--- src/rtl/alu_pkg.sv ---
// Shared opcode/state types for multicycle_alu and its iterative datapath.
// Macro MULTICYCLE_ALU_DIV_EN decides whether DIVU/REMU count as iterative ops.
package alu_pkg;

    typedef enum logic [3:0] {
        OP_AND   = 4'b0000,
        OP_OR    = 4'b0001,
        OP_ADD   = 4'b0010,
        OP_XOR   = 4'b0011,
        OP_SLLH  = 4'b0100,
        OP_SRL   = 4'b0101,
        OP_SUB   = 4'b0110,
        OP_SLTU  = 4'b0111,
        OP_EQZ   = 4'b1000,
        OP_ZEXTH = 4'b1001,
        OP_GRAY  = 4'b1010,
        OP_RSVD  = 4'b1011,
        OP_MUL   = 4'b1100,
        OP_MULHU = 4'b1101,
        OP_DIVU  = 4'b1110,
        OP_REMU  = 4'b1111
    } alu_op_t;

    typedef enum logic [1:0] {
        ST_IDLE = 2'b00,
        ST_BUSY = 2'b01,
        ST_DONE = 2'b10
    } alu_state_t;

    function automatic logic is_iter_op(alu_op_t op);
`ifdef MULTICYCLE_ALU_DIV_EN
        return op[3:2] == 2'b11;
`else
        return (op == OP_MUL) || (op == OP_MULHU);
`endif
    endfunction

endpackage

--- src/rtl/iter_muldiv.sv ---
// One-bit-per-cycle shift-add multiplier and (with MULTICYCLE_ALU_DIV_EN) restoring divider.
// Runs exactly WIDTH iterations after start; done flags the final iteration cycle.
module iter_muldiv #(
    parameter int WIDTH = 32,
    parameter int SHW   = $clog2(WIDTH)
) (
    input  logic             clk,
    input  logic             reset,
    input  logic             start,
    input  logic             sel_hi,
    input  logic             sel_div,
    input  logic [WIDTH-1:0] a,
    input  logic [WIDTH-1:0] b,
    output logic             done,
    output logic [WIDTH-1:0] result
);

    localparam logic [SHW-1:0] LAST = SHW'(WIDTH - 1);

    logic             running;
    logic [SHW-1:0]   cnt;
    logic [WIDTH-1:0] hi;
    logic [WIDTH-1:0] lo;
    logic [WIDTH-1:0] opnd;
    logic             hi_sel;
    logic [WIDTH-1:0] hi_nxt;
    logic [WIDTH-1:0] lo_nxt;
    logic [WIDTH:0]   mul_sum;

`ifdef MULTICYCLE_ALU_DIV_EN
    logic             div_mode;
    logic [WIDTH:0]   rem_shift;
    logic [WIDTH:0]   rem_diff;
    logic             rem_ge;
`else
    logic             unused_sel_div;
    assign unused_sel_div = sel_div;
`endif

    // hi:lo is the product (multiplier shifts out of lo) or remainder:quotient
    always_comb begin
        mul_sum = {1'b0, hi} + (lo[0] ? {1'b0, opnd} : '0);
        hi_nxt  = mul_sum[WIDTH:1];
        lo_nxt  = {mul_sum[0], lo[WIDTH-1:1]};
`ifdef MULTICYCLE_ALU_DIV_EN
        rem_shift = {hi, lo[WIDTH-1]};
        rem_diff  = rem_shift - {1'b0, opnd};
        rem_ge    = rem_shift >= {1'b0, opnd};
        if (div_mode) begin
            hi_nxt = rem_ge ? rem_diff[WIDTH-1:0] : rem_shift[WIDTH-1:0];
            lo_nxt = {lo[WIDTH-2:0], rem_ge};
        end
`endif
    end

    assign done   = running && (cnt == LAST);
    assign result = hi_sel ? hi_nxt : lo_nxt;

    always_ff @(posedge clk or posedge reset) begin
        if (reset) begin
            running <= 1'b0;
            cnt     <= '0;
        end else if (start) begin
            running <= 1'b1;
            cnt     <= '0;
        end else if (running) begin
            running <= (cnt != LAST);
            cnt     <= cnt + 1'b1;
        end
    end

    always_ff @(posedge clk) begin
        if (start) begin
            hi     <= '0;
            hi_sel <= sel_hi;
`ifdef MULTICYCLE_ALU_DIV_EN
            div_mode <= sel_div;
            lo       <= sel_div ? a : b;
            opnd     <= sel_div ? b : a;
`else
            lo       <= b;
            opnd     <= a;
`endif
        end else if (running) begin
            hi <= hi_nxt;
            lo <= lo_nxt;
        end
    end

endmodule

--- src/rtl/multicycle_alu.sv ---
// Valid/ready ALU: single-cycle ops finish in 1 cycle, MUL/MULHU (and DIVU/REMU when
// MULTICYCLE_ALU_DIV_EN is defined) iterate for WIDTH cycles in iter_muldiv.
module multicycle_alu
    import alu_pkg::*;
#(
    parameter int WIDTH = 32,
    parameter int SHW   = $clog2(WIDTH)
) (
    input  logic             clk,
    input  logic             reset,
    input  logic             in_valid,
    output logic             in_ready,
    input  logic [WIDTH-1:0] a,
    input  logic [WIDTH-1:0] b,
    input  logic [3:0]       alucontrol,
    output logic             out_valid,
    input  logic             out_ready,
    output logic [WIDTH-1:0] result,
    output logic             zero,
    output logic             busy
);

    alu_state_t       state;
    alu_state_t       state_nxt;
    alu_op_t          op;
    logic             accept;
    logic             start;
    logic             iter_done;
    logic [WIDTH-1:0] iter_result;
    logic [WIDTH-1:0] single_result;

    assign op = alu_op_t'(alucontrol);

    function automatic logic [WIDTH-1:0] alu_single(alu_op_t f, logic [WIDTH-1:0] x,
                                                   logic [WIDTH-1:0] y);
        logic [WIDTH-1:0] r;
        r = '0;
        case (f)
            OP_AND:   r = x & y;
            OP_OR:    r = x | y;
            OP_ADD:   r = x + y;
            OP_XOR:   r = x ^ y;
            OP_SLLH:  r = y << (WIDTH / 2);
            OP_SRL:   r = y >> x[SHW-1:0];
            OP_SUB:   r = x - y;
            OP_SLTU:  r = {{(WIDTH-1){1'b0}}, (x < y)};
            OP_EQZ:   r = {{(WIDTH-1){1'b0}}, (x == '0)};
            OP_ZEXTH: r = {{(WIDTH/2){1'b0}}, y[WIDTH/2-1:0]};
            OP_GRAY:  r = x ^ (x >> 1);
            default:  r = '0;
        endcase
        return r;
    endfunction

    assign single_result = alu_single(op, a, b);

    always_comb begin
        state_nxt = state;
        in_ready  = !reset && ((state == ST_IDLE) || ((state == ST_DONE) && out_ready));
        accept    = in_valid && in_ready;
        start     = accept && is_iter_op(op);
        case (state)
            ST_IDLE: if (accept) state_nxt = start ? ST_BUSY : ST_DONE;
            ST_BUSY: if (iter_done) state_nxt = ST_DONE;
            ST_DONE: begin
                if (accept)         state_nxt = start ? ST_BUSY : ST_DONE;
                else if (out_ready) state_nxt = ST_IDLE;
            end
            default: state_nxt = ST_IDLE;
        endcase
    end

    assign busy      = (state == ST_BUSY);
    assign out_valid = (state == ST_DONE);

    always_ff @(posedge clk or posedge reset) begin
        if (reset) state <= ST_IDLE;
        else       state <= state_nxt;
    end

    // result/zero only change on a completion, so they hold under backpressure
    always_ff @(posedge clk or posedge reset) begin
        if (reset) begin
            result <= '0;
            zero   <= 1'b0;
        end else if (accept && !start) begin
            result <= single_result;
            zero   <= (single_result == '0);
        end else if ((state == ST_BUSY) && iter_done) begin
            result <= iter_result;
            zero   <= (iter_result == '0);
        end
    end

    iter_muldiv #(
        .WIDTH (WIDTH),
        .SHW   (SHW)
    ) u_iter (
        .clk     (clk),
        .reset   (reset),
        .start   (start),
        .sel_hi  (alucontrol[0]),
        .sel_div (alucontrol[1]),
        .a       (a),
        .b       (b),
        .done    (iter_done),
        .result  (iter_result)
    );

endmodule

--- config.mk ---
export PLATFORM = sky130hd
export DESIGN_NAME = multicycle_alu
export DESIGN_NICKNAME = d
export VERILOG_FILES = /design/src/rtl/alu_pkg.sv /design/src/rtl/iter_muldiv.sv /design/src/rtl/multicycle_alu.sv
export SDC_FILE = /design/constraint.sdc
export NUM_CORES = 1
export LEC_CHECK = 0
export ABC_AREA = 0
export CORE_UTILIZATION = 56
export CTS_CLUSTER_DIAMETER = 200
export DETAILED_ROUTE_END_ITERATION = 6
export PLACE_DENSITY = 0.78
export RECOVER_POWER = 25
export SYNTH_ARGS = -nofsm -noshare
export SYNTH_HDL_FRONTEND = slang
export SYNTH_HIERARCHICAL = 1
export SYNTH_SLANG_ARGS = --single-unit
--- constraint.sdc ---
create_clock -name clk -period 5.45 [get_ports clk]
set_clock_uncertainty 0.05 [all_clocks]
set_input_delay 0.545 -clock clk [delete_from_list [all_inputs] [get_ports clk]]
set_output_delay 0.545 -clock clk [all_outputs]
set_load 0.01 [all_outputs]
==> impl_metrics.json <==
{
  "status": "finished with violations",
  "violations": "capacitance limit, slew limit",
  "cts-buffers-inserted": 17,
  "grt_max_degree": 103,
  "netlist_area_um2": 16300,
  "synth_cell_types": 107,
  "switching_power_uw": 3220,
  "synth-edff-count": 65,
  "critPathCaptureType": "flip-flop",
  "synth_top_flop_cell": "edfxtp_1",
  "crit_type": "input port to flip-flop",
  "row_count": 62,
  "critical_path_arrival_ns": 5.54,
  "post-dp-hpwl_um": 56200,
  "track_usage": 0.475,
  "slew_headroom": -0.491,
  "grt_antenna_before_repair": 3,
  "gp_congestion": 1.14,
  "nFillCells": 2442,
  "layout_common_cells": "nand2_1 (177), ha_1 (154), nor2_1 (145)",
  "cts_tree": "built",
  "cts-hold-fix-buffers": 0,
  "portBuffers": 107,
  "powerDensity_nw_per_um2": 379,
  "switching_share": 0.455,
  "cts_buffer_depth": 2,
  "clock_latency_ns": 0.44,
  "num_io_pins": 108,
  "syn-num-nets": 2185,
  "grt_pass1_wl_um": 106000,
  "power.leakage_uw": 0.00784,
  "core_um2": 28700,
  "area_delta_synth_final_pct": 14.5,
  "crit_start": "a[1]",
  "worstPathMaxFanout": 25,
  "ys_seq_area_frac": 0.222,
  "grt_overflow_total": 0,
  "htree_num_levels": 4,
  "dr_total_vias": 18000,
  "tightestPinTransition_ns": 2.24,
  "diodes": 0,
  "synthTopCellsByArea": "edfxtp_1 (12%), ha_1 (12%), dfrtp_1 (6.3%)",
  "hold_viol": 0,
  "clk_pin_slew_ns": 0.06,
  "ys_seq_elements": 138,
  "irDropWorstVdd_uv": 244,
  "ant_nets": 0,
  "die_h_um": 173,
  "wl_per_cell_um": 29.5,
  "avgSynthCellArea_um2": 8.34,
  "period_share": 0.965,
  "final_common_cell": "nand2_1",
  "cts.sinks": 138,
  "ys_warn_count": 6,
  "setup_violations": 0,
  "timing.setup.tns_ns": 0,
  "yosysTopAreaCell": "edfxtp_1",
  "drtPass1Iterations": 7,
  "finalCriticalPeriod_ns": 5.26,
  "drive_above_1_share": 0.135,
  "crit_required_ns": 5.74,
  "clkPwrFrac": 0.162,
  "cp-start-kind": "input port",
  "p_int_uw": 3850,
  "drtIter0Drc": 3044,
  "pwr-share-seq": 0.259,
  "multi_input_area_um2": 11700,
  "yosysTopAreaCellShare": 0.120,
  "ctsResizeCount": 0,
  "die_w_um": 173,
  "nets": 2290,
  "dieArea_um2": 29800,
  "route.detailed.drc": 0,
  "reg2reg_from": "u_iter/lo[0]",
  "min_path_type": "flip-flop to flip-flop",
  "start_util": 0.568,
  "pwr-share-comb": 0.580,
  "instances_no_fill": 2458,
  "min-delay-start": "u_iter/hi[5]",
  "finalMaxSlewViolations": 62,
  "postCtsSetupRepairBufs": 0,
  "synthArstFlopShare": 0.297,
  "grt_pass1_vias": 16800,
  "cap_violations": 2,
  "fmax_mhz": 190,
  "syn-instance-count": 1956,
  "routed_via_density": 7.32,
  "drt-total-wl_um": 72500,
  "dpl.cell_count": 2426,
  "root_buffer": "clkbuf_16",
  "seq_area_um2": 3620,
  "rsz0062_at_grt": "false"
}
## registers in the layout (all words and copies together) (netlist names)
register and cells:
state 2, u_iter/hi_sel 1, u_iter/lo 32, u_iter/hi 32, result 32, u_iter/opnd 32, u_iter/cnt 5, zero 1
u_iter/running 1
## Yosys cell counts (25+ instances only)
cell type / number
and2_1: 43
a211oi_1: 27
o211ai_1: 26
edfxtp_1: 65
nand2_1: 177
dfxtp_1: 32
a21oi_1: 132
mux2i_1: 60
mux2_2: 74
clkbuf_1: 80
dfrtp_1: 41
ha_1: 154
nor2_1: 149
inv_1: 117
o21ai_0: 99
a22oi_1: 50
mux4_2: 25
xnor2_1: 31
nand3_1: 37
nor3_1: 42
## cells by family after synthesis
| family | Yosys count | share of synthesized area |
|---|---|---|
| mux | 159 | 0.122 |
| buf+inv | 246 | 0.0634 |
| compound gates | 600 | 0.260 |
| simple gates | 601 | 0.181 |
| xor+xnor | 55 | 0.0295 |
| fa+ha+maj | 157 | 0.122 |
| flops | 138 | 0.222 |
## worst max-delay path: stages
cell and delay (ns):
buf_2 0.08, clkbuf_1 1.13, buf_4 0.43, mux4_2 0.36, mux2i_1 0.27, o2bb2ai_1 0.13, buf_4 0.17, a2111oi_2 0.67
and3_1 0.25, nand4_1 0.27, nand4bb_1 0.34, nor4_1 0.35, nand4b_1 0.20, o41ai_2 0.32
## power groups by stage
stage	registers (uW)	logic [uW]	clock network [uW]
after floorplan	1700	2800	0
after global placement	1810	3780	0
after detailed placement	1830	3890	0
after CTS	1820	3940	1140
after global routing	1860	4340	1180
final	1830	4100	1140
## layer usage
metal,wire [um],part of all wire,vias to the layer above,GRT usage
met5,40,0.00055,-,0
met4,4690,0.065,6,0.284
met3,9910,0.14,314,0.134
met2,30600,0.42,1542,0.704
met1,27300,0.38,8563,0.615
li1,-,-,7562,-
## final timing paths
kind / to / slack [ns] / cells after the start
max reg2reg: zero / 0.40 / 15
max: zero / 0.19 / 14
min reg2reg: u_iter/hi[5] / 0.46 / 2
max in group asynchronous: result[27] / 2.65 / 3
min in group asynchronous: u_iter/cnt[3] / 0.52 / 2
min: u_iter/hi[5] / 0.46 / 2
## final cells by class
| cell class | instances | share of cell area |
|---|---|---|
| clock buffer | 22 | 0.0259 |
| clock inverter | 10 | 0.00503 |
| inverter | 121 | 0.0243 |
| multi-input combinational | 1572 | 0.626 |
| sequential | 138 | 0.194 |
| tap | 384 | 0.0257 |
| timing repair buffer | 211 | 0.0995 |
## stage by stage
stage | setup slack, ns | hold slack (ns) | power, uW | area, um^2 | util
4_1_cts | 0.603 | 0.401 | 6900 | 18700 | 0.651
6_report | 0.193 | 0.460 | 7070 | 18700 | 0.650
3_3_place_gp | 0.365 | 0.430 | 5580 | 18100 | 0.631
2_1_floorplan | 0.959 | 0.286 | 4490 | 16300 | -
5_1_grt | 0.140 | 0.476 | 7380 | 18700 | 0.650
3_5_place_dp | 0.284 | 0.442 | 5720 | 18100 | 0.631
No activity file was read; power rests on OpenSTA's default activity.
